===== config.mk =====
export PLATFORM = sky130hd
export DESIGN_NAME = seg7_scan_controller
export DESIGN_NICKNAME = d
export VERILOG_FILES = /design/src/rtl/seg7_pkg.sv /design/src/rtl/seg7_decode.sv /design/src/rtl/seg7_scan_controller.sv
export SDC_FILE = /design/constraint.sdc
export NUM_CORES = 1
export LEC_CHECK = 0
export CAP_MARGIN = 40
export CORE_ASPECT_RATIO = 0.5
export CORE_MARGIN = 2
export CORE_UTILIZATION = 35
export DETAILED_ROUTE_END_ITERATION = 7
export GPL_TIMING_DRIVEN = 0
export SLEW_MARGIN = 0
export SYNTH_ARGS = -nofsm -noshare
export SYNTH_HDL_FRONTEND = slang
export SYNTH_SLANG_ARGS = --single-unit
export TNS_END_PERCENT = 20

===== constraint.sdc =====
create_clock -name clk -period 2.65 [get_ports clk]
set_input_delay 0.53 -clock clk [delete_from_list [all_inputs] [get_ports clk]]
set_output_delay 0.53 -clock clk [all_outputs]
set_load 0.02 [all_outputs]

===== src/rtl/seg7_pkg.sv =====
// seg7_pkg
// Shared definitions for the seven-segment scan controller:
//   - NIBBLE_W          : width of one BCD digit in the packed display word
//   - SEG_0..SEG_9      : segment patterns, bit 6 = segment a ... bit 0 = segment g
//   - SEG_BLANK         : all segments off
//   - state_t           : scan FSM state encoding (STATE_BLANK, STATE_SHOW)
//   - max2()            : integer maximum, used for parameter-derived widths
package seg7_pkg;

    localparam int NIBBLE_W = 4;

    localparam logic [6:0] SEG_0     = 7'b1111110;
    localparam logic [6:0] SEG_1     = 7'b0110000;
    localparam logic [6:0] SEG_2     = 7'b1101101;
    localparam logic [6:0] SEG_3     = 7'b1111001;
    localparam logic [6:0] SEG_4     = 7'b0110011;
    localparam logic [6:0] SEG_5     = 7'b1011011;
    localparam logic [6:0] SEG_6     = 7'b1011111;
    localparam logic [6:0] SEG_7     = 7'b1110000;
    localparam logic [6:0] SEG_8     = 7'b1111111;
    localparam logic [6:0] SEG_9     = 7'b1111011;
    localparam logic [6:0] SEG_BLANK = 7'b0000000;

    // Scan FSM states. Kept as plain constants so the encoding is fixed
    // and visible on the debug state output.
    typedef logic [0:0] state_t;
    localparam state_t STATE_BLANK = 1'b0;
    localparam state_t STATE_SHOW  = 1'b1;

    function automatic int max2(input int a, input int b);
        return (a > b) ? a : b;
    endfunction

endpackage


===== src/rtl/seg7_decode.sv =====
// seg7_decode
// Combinational BCD to seven-segment decoder. Codes 10..15 decode to blank.
// Ports:
//   nibble   in  4  BCD digit
//   segments out 7  active-high segment pattern, bit 6 = a ... bit 0 = g
module seg7_decode
    import seg7_pkg::*;
(
    input  logic [NIBBLE_W-1:0] nibble,
    output logic [6:0]          segments
);

    always_comb begin
        segments = SEG_BLANK;
        case (nibble)
            4'd0:    segments = SEG_0;
            4'd1:    segments = SEG_1;
            4'd2:    segments = SEG_2;
            4'd3:    segments = SEG_3;
            4'd4:    segments = SEG_4;
            4'd5:    segments = SEG_5;
            4'd6:    segments = SEG_6;
            4'd7:    segments = SEG_7;
            4'd8:    segments = SEG_8;
            4'd9:    segments = SEG_9;
            default: segments = SEG_BLANK;
        endcase
    end

endmodule


===== src/rtl/seg7_scan_controller.sv =====
// seg7_scan_controller
// Time-multiplexed scan controller for a common-segment seven-segment display.
// Each digit gets BLANK_CYCLES all-off cycles followed by SCAN_DIV lit cycles.
// A new word is taken into a shadow register through a valid/ready handshake
// and copied into the displayed word only at the end of a frame, so a frame
// never shows a mix of old and new digits.
//
// Optional feature: define SEG7_LEADING_ZERO_BLANK_EN to blank leading zero
// digits (digit 0 is never blanked). Default build shows every digit.
//
// Handshake: a word transfers on a rising clk edge where load_valid and
// load_ready are both high. load_ready is low while a word waits for commit;
// load_valid may drop at any time, and nothing happens unless both are high.
//
// Ports:
//   clk          in   1             system clock
//   reset        in   1             synchronous active-high reset
//   load_valid   in   1             new display word offered
//   load_digits  in   4*NUM_DIGITS  packed BCD word, nibble i -> digit i
//   load_ready   out  1             a word can be accepted
//   led_out      out  7             segment drive, bit 6 = a ... bit 0 = g
//   digit_en     out  NUM_DIGITS    one-hot digit enable, zero while blanking
//   frame_done   out  1             pulse on the last lit cycle of the top digit
//   scan_state   out  1             current FSM state (debug)
module seg7_scan_controller
    import seg7_pkg::*;
#(
    parameter int NUM_DIGITS   = 4,
    parameter int SCAN_DIV     = 16000,
    parameter int BLANK_CYCLES = 16
) (
    input  logic                           clk,
    input  logic                           reset,
    input  logic                           load_valid,
    input  logic [NIBBLE_W*NUM_DIGITS-1:0] load_digits,
    output logic                           load_ready,
    output logic [6:0]                     led_out,
    output logic [NUM_DIGITS-1:0]          digit_en,
    output logic                           frame_done,
    output state_t                         scan_state
);

    localparam int WORD_W = NIBBLE_W * NUM_DIGITS;
    // Counter holds values up to max(SCAN_DIV, BLANK_CYCLES) - 1; at least 1 bit.
    localparam int CNT_W  = max2(1, $clog2(max2(SCAN_DIV, BLANK_CYCLES)));
    localparam int IDX_W  = max2(1, $clog2(NUM_DIGITS));

    localparam logic [CNT_W-1:0] SHOW_LAST  = CNT_W'(SCAN_DIV - 1);
    localparam logic [CNT_W-1:0] BLANK_LAST = CNT_W'(BLANK_CYCLES - 1);
    localparam logic [IDX_W-1:0] IDX_LAST   = IDX_W'(NUM_DIGITS - 1);

    state_t             state;
    logic [IDX_W-1:0]   idx;
    logic [CNT_W-1:0]   cnt;
    logic [WORD_W-1:0]  active;
    logic [WORD_W-1:0]  shadow;
    logic               pending;

    state_t             state_nx;
    logic [IDX_W-1:0]   idx_nx;
    logic [CNT_W-1:0]   cnt_nx;

    logic [NIBBLE_W-1:0]   nibble_sel;
    logic [6:0]            seg_dec;
    logic                  blank_sel;
    logic [6:0]            led_nx;
    logic [NUM_DIGITS-1:0] digit_en_nx;
    logic                  frame_done_nx;
    logic                  xfer;
    logic                  commit;

    assign load_ready = !pending;
    assign scan_state = state;
    assign xfer       = load_valid && load_ready;
    assign commit     = frame_done && pending;

    // ------------------------------------------------------------------
    // Next-state logic for the scan sequence.
    // ------------------------------------------------------------------
    always_comb begin
        state_nx = state;
        idx_nx   = idx;
        cnt_nx   = cnt + CNT_W'(1);
        case (state)
            STATE_BLANK: begin
                if (cnt == BLANK_LAST) begin
                    state_nx = STATE_SHOW;
                    cnt_nx   = '0;
                end
            end
            STATE_SHOW: begin
                if (cnt == SHOW_LAST) begin
                    state_nx = STATE_BLANK;
                    cnt_nx   = '0;
                    idx_nx   = (idx == IDX_LAST) ? '0 : idx + IDX_W'(1);
                end
            end
            default: begin
                state_nx = STATE_BLANK;
                cnt_nx   = '0;
                idx_nx   = '0;
            end
        endcase
    end

    // ------------------------------------------------------------------
    // Outputs are registered, so they are computed from the next index and
    // state. The active word only changes on the frame_done edge, where the
    // next state is always BLANK, so the lit digits always see a stable word.
    // ------------------------------------------------------------------
    always_comb begin
        nibble_sel = '0;
        for (int i = 0; i < NUM_DIGITS; i++) begin
            if (idx_nx == IDX_W'(i)) begin
                nibble_sel = active[i*NIBBLE_W +: NIBBLE_W];
            end
        end
    end

    seg7_decode u_decode (
        .nibble   (nibble_sel),
        .segments (seg_dec)
    );

`ifdef SEG7_LEADING_ZERO_BLANK_EN
    // A digit is a leading zero when it and every digit above it are zero.
    // Walking down from the top digit keeps a running "all zero so far" flag.
    logic [NUM_DIGITS-1:0] lead_zero;

    always_comb begin
        logic run;
        run       = 1'b1;
        lead_zero = '0;
        for (int i = NUM_DIGITS - 1; i >= 0; i--) begin
            run          = run && (active[i*NIBBLE_W +: NIBBLE_W] == '0);
            lead_zero[i] = run && (i != 0);
        end
    end

    always_comb begin
        blank_sel = 1'b0;
        for (int i = 0; i < NUM_DIGITS; i++) begin
            if (idx_nx == IDX_W'(i)) begin
                blank_sel = lead_zero[i];
            end
        end
    end
`else
    assign blank_sel = 1'b0;
`endif

    always_comb begin
        digit_en_nx = '0;
        for (int i = 0; i < NUM_DIGITS; i++) begin
            digit_en_nx[i] = (state_nx == STATE_SHOW) && (idx_nx == IDX_W'(i));
        end
    end

    assign led_nx        = ((state_nx == STATE_SHOW) && !blank_sel) ? seg_dec : SEG_BLANK;
    assign frame_done_nx = (state_nx == STATE_SHOW) && (idx_nx == IDX_LAST) &&
                           (cnt_nx == SHOW_LAST);

    // ------------------------------------------------------------------
    // State, outputs, handshake and commit.
    // A transfer needs pending=0 and a commit needs pending=1, so the two
    // never happen on the same edge; a word taken during the frame_done
    // cycle therefore waits for the following frame_done.
    // ------------------------------------------------------------------
    always_ff @(posedge clk) begin
        if (reset) begin
            state      <= STATE_BLANK;
            idx        <= '0;
            cnt        <= '0;
            active     <= '0;
            shadow     <= '0;
            pending    <= 1'b0;
            led_out    <= SEG_BLANK;
            digit_en   <= '0;
            frame_done <= 1'b0;
        end else begin
            state      <= state_nx;
            idx        <= idx_nx;
            cnt        <= cnt_nx;
            led_out    <= led_nx;
            digit_en   <= digit_en_nx;
            frame_done <= frame_done_nx;
            if (xfer) begin
                shadow  <= load_digits;
                pending <= 1'b1;
            end
            if (commit) begin
                active  <= shadow;
                pending <= 1'b0;
            end
        end
    end

endmodule


==> impl_results.md, run 1 <==
- Setup tns final: 0 ns
- Mapped cell area: 0.002920 mm2
- NetSw: 481.0 uW
- Clk_lat worst skew: 0.32 ns
- Fraction of layout cells with a size suffix above 1: 0.1274
- Clock share of power: 0.522
- Setup crit start: cnt[0]
- Avg Inst Size Synth: 9.098 um2
- I/O pins: 33
- CP max-delay cell: dfxtp_1
- Layout fillers: 768
- Pre-antenna DRT Iters: 4
- Crit Path Max Fanout: 10
- Via Count: 2323
- DRC viols: 0
- Family with the most delay on the worst path: adder cells
- Max rail drop VDD: 0.4246 mV
- Post-synth cell types: 51
- Status: finished clean
- Pwr/cell area: 597.0 mW/mm2
- Multi-input gate area: 0.001510 mm2
- Placed cell count: 465
- Maximum root-to-sink buffer count: 2
- Total gr overflow: 0
- Slew headroom: 0.6877
- Worst clock skew: 0.006778 ns
- Final min period: 2.413 ns
- Die Y: 68.59 um
- Post-route insts no fill: 481
- Combinational power share: 0.040
- H-tree Lvls: 3
- Post-detail-place hpwl: 4526 um
- Iter 0 DRT Violations: 162
- CTS buffer count: 9
- Maximum number of pins on one net before global-route repair: 13
- Post-route ant nets: 0
- Max Freq: 414.5 MHz
- DR WL/cell: 12.69 um
- Internal power: 1.724 mW
- Post-Route WL: 6105 um
- Post-DR vias/cell: 4.830
- Clock Sinks: 62
- Hold Path Stages: 2
- Mapped Nets: 348
- Sw Ratio: 0.2181
- Final slew viol count: 0
- Core Area: 0.008058 mm2
- Initial antenna violation count: 0
- CTS Hold Bufs: 0
- Area grow syn2layout: 26.48%
- Vias in the first global route: 2353
- Final hold vios: 0
- Asr flop ratio synth: 0
- Most used flip-flop cell after synthesis: dfxtp_1
- RSZ-0062 raised after global routing: false
- Kind of critical path: reg2reg
- Tot GR Track Use: 0.1482
- CTS tree: built
- Worst r2r path cells: 10
- Nets@finish: 391
- Worst min-delay path class: reg2reg
- Hold_ws: 0.4550 ns
- First-pass GRT wire length: 10680 um
- Static Leak: 1.339 nW
- Die X: 133.2 um
- CP endpoint kind: register
- #FFs+latches synth: 62
- Post-route clock period utilization: 0.9105
- Synth Warn #: 0
- Number of port buffers: 32
- Data required time of the critical path: 2.89 ns
- Flop2flop setup slack: 0.24 ns
- Setup crit end: led_out[3]
- Worst EP arrival: 2.66 ns
- CTS clk-pin slew, worst paths: 0.06 ns
- Critical-path cell list: ha_1 -> nand3_4 -> nor4_4 -> buf_6 -> mux2i_4 -> inv_1 -> ha_1 -> inv_1 -> mux2i_1 -> o22ai_1
- Worst path depth: 10
- Storage element area: 0.001241 mm2
- Register area share after synthesis: 0.4250
- CTS root buf: clkbuf_16
- Starting Density: 0.3624
- Number of synthesized flops with an enable pin: 0
- Actual slew at the worst max-slew pin: 0.4685 ns
- Postcts setup bufs: 0
- Endpoints failing setup: 0
- ANT cells: 0
- Seq pwr share: 0.438
- Critical Path Max Stage Delay: 0.40 ns
- Post-Syn Instances: 321
- R2R Path End: led_out[3]
- Worst R2R Start: cnt[0]
- Rows: 23
- Die area: 0.009135 mm2
- Startpoint types: register
- GPL Wtd Cong: 0.7886
- Max_cap viols: 0
- CP Buf/Inv Count: 3
[power groups by stage]
stage,logic [mW],clock network (mW),registers (mW)
final,0.0875,1.15,0.966
after global routing,0.100,1.21,0.969
after CTS,0.0889,1.18,0.966
after detailed placement,0.0880,0,0.986
after global placement,0.0866,0,0.986
after floorplan,0.0465,0,0.983
[repair_timing]
action / CTS / global route
cloned: 0 / 0
gates resized for setup: 1 / 1
setup endpoints to repair: 5 / 5
[sequential cells by signal, summed over array words and instances (netlist names)]
name and cells:
active 16, digit_en 4, idx 2, led_out 7, shadow 16, scan_state 1, pending 1, frame_done 1
cnt 14
[metal layers]
metal,global-route usage,vias to the layer above,share of wire
li1,-,1200,-
met1,0.1825,1071,0.50
met2,0.2565,46,0.46
met3,0.04313,6,0.033
met4,0.05053,0,0.013
met5,0,-,0
[synthesized netlist by cell type, types with 2 or more instances]
master | n | area, um2
a21oi_1 | 37 | 185.2
and3_1 | 5 | 31.28
buf_2 | 2 | 10.01
buf_6 | 6 | 67.56
clkbuf_1 | 10 | 37.54
dfxtp_1 | 62 | 1241
ha_1 | 8 | 100.1
inv_1 | 11 | 41.29
mux2i_1 | 8 | 80.08
mux2i_4 | 2 | 45.04
mux4_2 | 8 | 180.2
nand2_1 | 78 | 292.8
nand2b_1 | 3 | 18.77
nand3b_1 | 2 | 15.01
nand4_1 | 4 | 25.02
nor2_1 | 18 | 67.56
nor3_1 | 5 | 25.02
nor4_1 | 4 | 25.02
o21ai_0 | 4 | 20.02
o22ai_1 | 2 | 12.51
o32ai_1 | 3 | 26.28
xnor2_1 | 8 | 70.07
xor2_1 | 3 | 26.28
[cell type report]
cell class	instances	share of cell area
repair buffers	32	0.08672
inverters	12	0.01220
well taps	112	0.03794
clock inverters	7	0.02033
multi-input cells	227	0.4089
clock buffers	9	0.06098
plain buffers	20	0.03692
flip-flops and latches	62	0.3360
[per-stage QoR]
stage / power, mW / area [um2] / worst slack, ns / utilization
floorplan: 1.029 / 2920 / 0.3859 / -
global placement: 1.072 / 3381 / 0.09910 / 0.4196
detailed placement: 1.074 / 3381 / -0.01230 / 0.4196
CTS: 2.235 / 3685 / 0.1038 / 0.4573
global route: 2.283 / 3694 / 0.007387 / 0.4584
finish: 2.205 / 3694 / 0.2372 / 0.4584
[tightest hold or removal path, delay by kind of cell, from the launching register on]
kind | cells | cell delay [ns]
flops | 1 | 0.31
simple gates | 1 | 0.05
compound gates | 1 | 0.05
[cells by family after synthesis]
kind of cell | share of synthesized area
mux | 0.1097
flops | 0.4250
simple gates | 0.2262
fa+ha+maj | 0.03428
buf+inv | 0.06212
xor+xnor | 0.03299
compound gates | 0.1097
[cells in the final DEF, fill, tap and decap left out, types with 2 or more instances in the layout]
cell type	n
mux2i_1	7
mux4_2	8
and3_1	5
a21oi_1	37
nor3_1	5
dfxtp_1	62
nor2_1	18
clkbuf_1	10
mux2i_4	3
clkinv_4	2
nand3b_1	2
nor4_1	4
nand2b_1	3
clkbuf_16	9
clkinvlp_4	3
o22ai_1	2
buf_6	6
xnor2_1	8
inv_1	11
buf_2	2
clkdlybuf4s50_1	32
o32ai_1	3
ha_1	8
nand2_1	78
xor2_1	3
o21ai_0	4
nand4_1	4
[worst min-delay path by stage]
stage                  to  slack, ns        from
3_5_place_dp   shadow[14]       0.45  shadow[14]
2_1_floorplan   active[0]       0.43   shadow[0]
4_1_cts        shadow[14]       0.45  shadow[14]
6_report       shadow[14]       0.45  shadow[14]
3_3_place_gp    active[8]       0.44   shadow[8]
5_1_grt         shadow[1]       0.47   shadow[1]
Power figures use the tool's default switching activity.
==> inputs of run 2 (changes only) <==
==> constraint.sdc (replaced) <==
create_clock -name clk -period 2.65 [get_ports clk]
set_input_delay 0.795 -clock clk [delete_from_list [all_inputs] [get_ports clk]]
set_output_delay 0.795 -clock clk [all_outputs]
set_load 0.02 [all_outputs]
==> results of run 2 <==
Final layout, timing and power as in run 1 (identical DEF).
==> inputs of run 3 (changes only) <==
--- a/config.mk
+++ b/config.mk
@@ -7,10 +7,11 @@
 export LEC_CHECK = 0
 export CAP_MARGIN = 40
 export CORE_ASPECT_RATIO = 0.5
-export CORE_MARGIN = 2
 export CORE_UTILIZATION = 35
 export DETAILED_ROUTE_END_ITERATION = 7
 export GPL_TIMING_DRIVEN = 0
+export HOLD_SLACK_MARGIN = 0.02
+export SKIP_LAST_GASP = 1
 export SLEW_MARGIN = 0
 export SYNTH_ARGS = -nofsm -noshare
 export SYNTH_HDL_FRONTEND = slang
==> impl_results.md, run 3 (same netlist as run 1, synthesis figures left out) <==
- Post-Route WL: 5975 um (-2.1%)
- First-pass GRT wire length: 10230 um (-4.3%)
- Total gr overflow: 0 (unchanged)
- Post-DR vias/cell: 4.802 (-0.56%)
- Initial antenna violation count: 0 (unchanged)
- Postcts setup bufs: 0 (unchanged)
- Die area: 0.008735 mm2 (-4.4%)
- Cell Area, Placed: 0.003381 mm2 (unchanged)
- I/O pins: 33 (unchanged)
- Via Count: 2310 (-0.56%)
- Tot GR Track Use: 0.1494 (+0.001181)
- Slew headroom: 0.6972 (+0.009545)
- Post-detail-place hpwl: 4513 um (-0.29%)
- Clock Sinks: 62 (unchanged)
- Maximum root-to-sink buffer count: 2 (unchanged)
- GRT met3 Usage: 0.04262 (-0.0005107)
- NetSw: 443.5 uW (-7.8%)
- Combinational power share: 0.040 (about the same)
- Starting Density: 0.3624 (unchanged)
- Final Total Pwr: 2.217 mW (+0.57%)
- Post-route clock period utilization: 0.9064 (-0.004102)
- Status: finished clean
- Post-route ant nets: 0 (unchanged)
- Rows: 23 (unchanged)
- Internal power: 1.774 mW (+2.9%)
- Endpoints failing setup: 0 (unchanged)
- Multi-input gate area: 0.001510 mm2 (unchanged)
- Worst EP arrival: 2.63 ns (-0.03 ns)
- Crit Path Max Fanout: 10 (unchanged)
- Post-route insts no fill: 481 (unchanged)
- Fraction of layout cells with a size suffix above 1: 0.1220 (-0.005420)
- Data required time of the critical path: 2.88 ns (about the same)
- CTS tree: built
- Clock share of power: 0.524 (+0.002)
- Max rail drop VDD: 0.2773 mV (-35%)
- Maximum number of pins on one net before global-route repair: 11 (-2)
- PnR worst setup slack: 0.2480 ns (+0.01087 ns)
- M1 GR Usage: 0.1808 (-0.001623)
- Static Leak: 1.347 nW (+0.61%)
- Die X: 131.2 um (-1.5%)
- CTS clk-pin slew, worst paths: 0.05 ns (about the same)
- Met2 Usage GRT: 0.2533 (-0.003152)
- Vias in the first global route: 2241 (-4.8%)
- H-tree Lvls: 3 (unchanged)
- Storage element area: 0.001241 mm2 (unchanged)
- Cell area after layout: 0.003696 mm2 (about the same)
- Core Area: 0.008058 mm2 (unchanged)
- CTS buffer count: 9 (unchanged)
- Grt peak-use layer: met2
- GPL Wtd Cong: 0.7954 (+0.86%)
- Nets@finish: 391 (unchanged)
- Die Y: 66.59 um (-2.9%)
- Commonest non-fill, non-tap cell in the layout: nand2_1
- CTS root buf: clkbuf_16
- Pre-antenna DRT Iters: 5 (+1)
- Final hold vios: 0 (unchanged)
- Pwr/cell area: 600.0 mW/mm2 (+0.50%)
- Final min period: 2.402 ns (-0.01087 ns)
- Worst min-delay path class: reg2reg
- Area grow syn2layout: 26.56% (about the same)
- Regs by FF count: active x16, shadow x16, cnt x14
- Seq pwr share: 0.436 (-0.002)
- Clk_lat worst skew: 0.32 ns (about the same)
- Max Freq: 416.3 MHz (+0.45%)
- RSZ-0062 raised after global routing: false
- Final slew viol count: 0 (unchanged)
- Placed cell count: 465 (unchanged)
- Sw Ratio: 0.2000 (-0.01813)
- CP endpoint kind: register
- CTS Hold Bufs: 0 (unchanged)
- Worst clock skew: 0.005914 ns (-0.0008642 ns)
- Number of port buffers: 32 (unchanged)
- Layout fillers: 796 (+3.6%)
- Startpoint types: register
- Post_cts resized: 0 (-1)
- Iter 0 DRT Violations: 125 (-23%)
- DRC viols: 0 (unchanged)
- Most frequent cells in the layout: nand2_1, dfxtp_1, a21oi_1
- ANT cells: 0 (unchanged)
- Max_cap viols: 0 (unchanged)
- Worst Setup Slack post-DPL: 0.05005 ns (+0.06235 ns)
- DR WL/cell: 12.42 um (-2.1%)
- Setup tns final: 0 ns (unchanged)
- Actual slew at the worst max-slew pin: 0.4427 ns (-0.02577 ns)
- Kind of critical path: reg2reg
[run 3: changes by cell type in the layout (fill, tap and decap cells not counted), sizes merged]
cell and change:
clkbuf +4, clkinv -2, clkinvlp -2
[run 3: metrics by stage]
step           hold slack (ns)  utilization
2_1_floorplan           0.4321            -
3_3_place_gp            0.4438       0.4196
3_5_place_dp            0.4499       0.4196
4_1_cts                 0.4574       0.4571
5_1_grt                 0.4751       0.4587
6_report                0.4522       0.4587
[run 3: layout make-up]
class / count / area share
Clock inverter: 3 / 0.01151
Buffer: 20 / 0.03690
Inverter: 12 / 0.01219
Tap cell: 112 / 0.03791
Clock buffer: 13 / 0.07041
Multi-Input combinational cell: 227 / 0.4086
Sequential cell: 62 / 0.3358
Timing Repair Buffer: 32 / 0.08666
[run 3: path summary, 6_finish.rpt]
| check | start | endpoint | slack, ns | depth (start not counted) |
|---|---|---|---|---|
| worst min-delay path | shadow[14] | shadow[14] | 0.45 | 2 |
| worst max-delay path | cnt[0] | led_out[0] | 0.25 | 8 |
| worst max register to register | cnt[0] | led_out[0] | 0.25 | 8 |
| worst min register to register | shadow[14] | shadow[14] | 0.45 | 2 |
[run 3: worst max-delay path: stages, from the launching register on]
cell and delay, ns:
dfxtp_1 0.40, ha_1 0.29, nand3_4 0.17, nor4_4 0.25, buf_6 0.21, mux2i_4 0.37, inv_1 0.12, ha_1 0.22
o32ai_1 0.27
[run 3: routing by layer]
layer  share of wire  wire length, um
met1            0.49             2956
met2            0.45             2691
met3           0.040              240
met4           0.015               87
met5               0                0
[run 3: power groups by stage]
stage | logic [mW] | clock network [mW] | registers (mW)
after floorplan | 0.0465 | 0 | 0.983
after global placement | 0.0864 | 0 | 0.986
after detailed placement | 0.0887 | 0 | 0.986
after CTS | 0.0891 | 1.19 | 0.967
after global routing | 0.0991 | 1.23 | 0.969
final | 0.0879 | 1.16 | 0.967
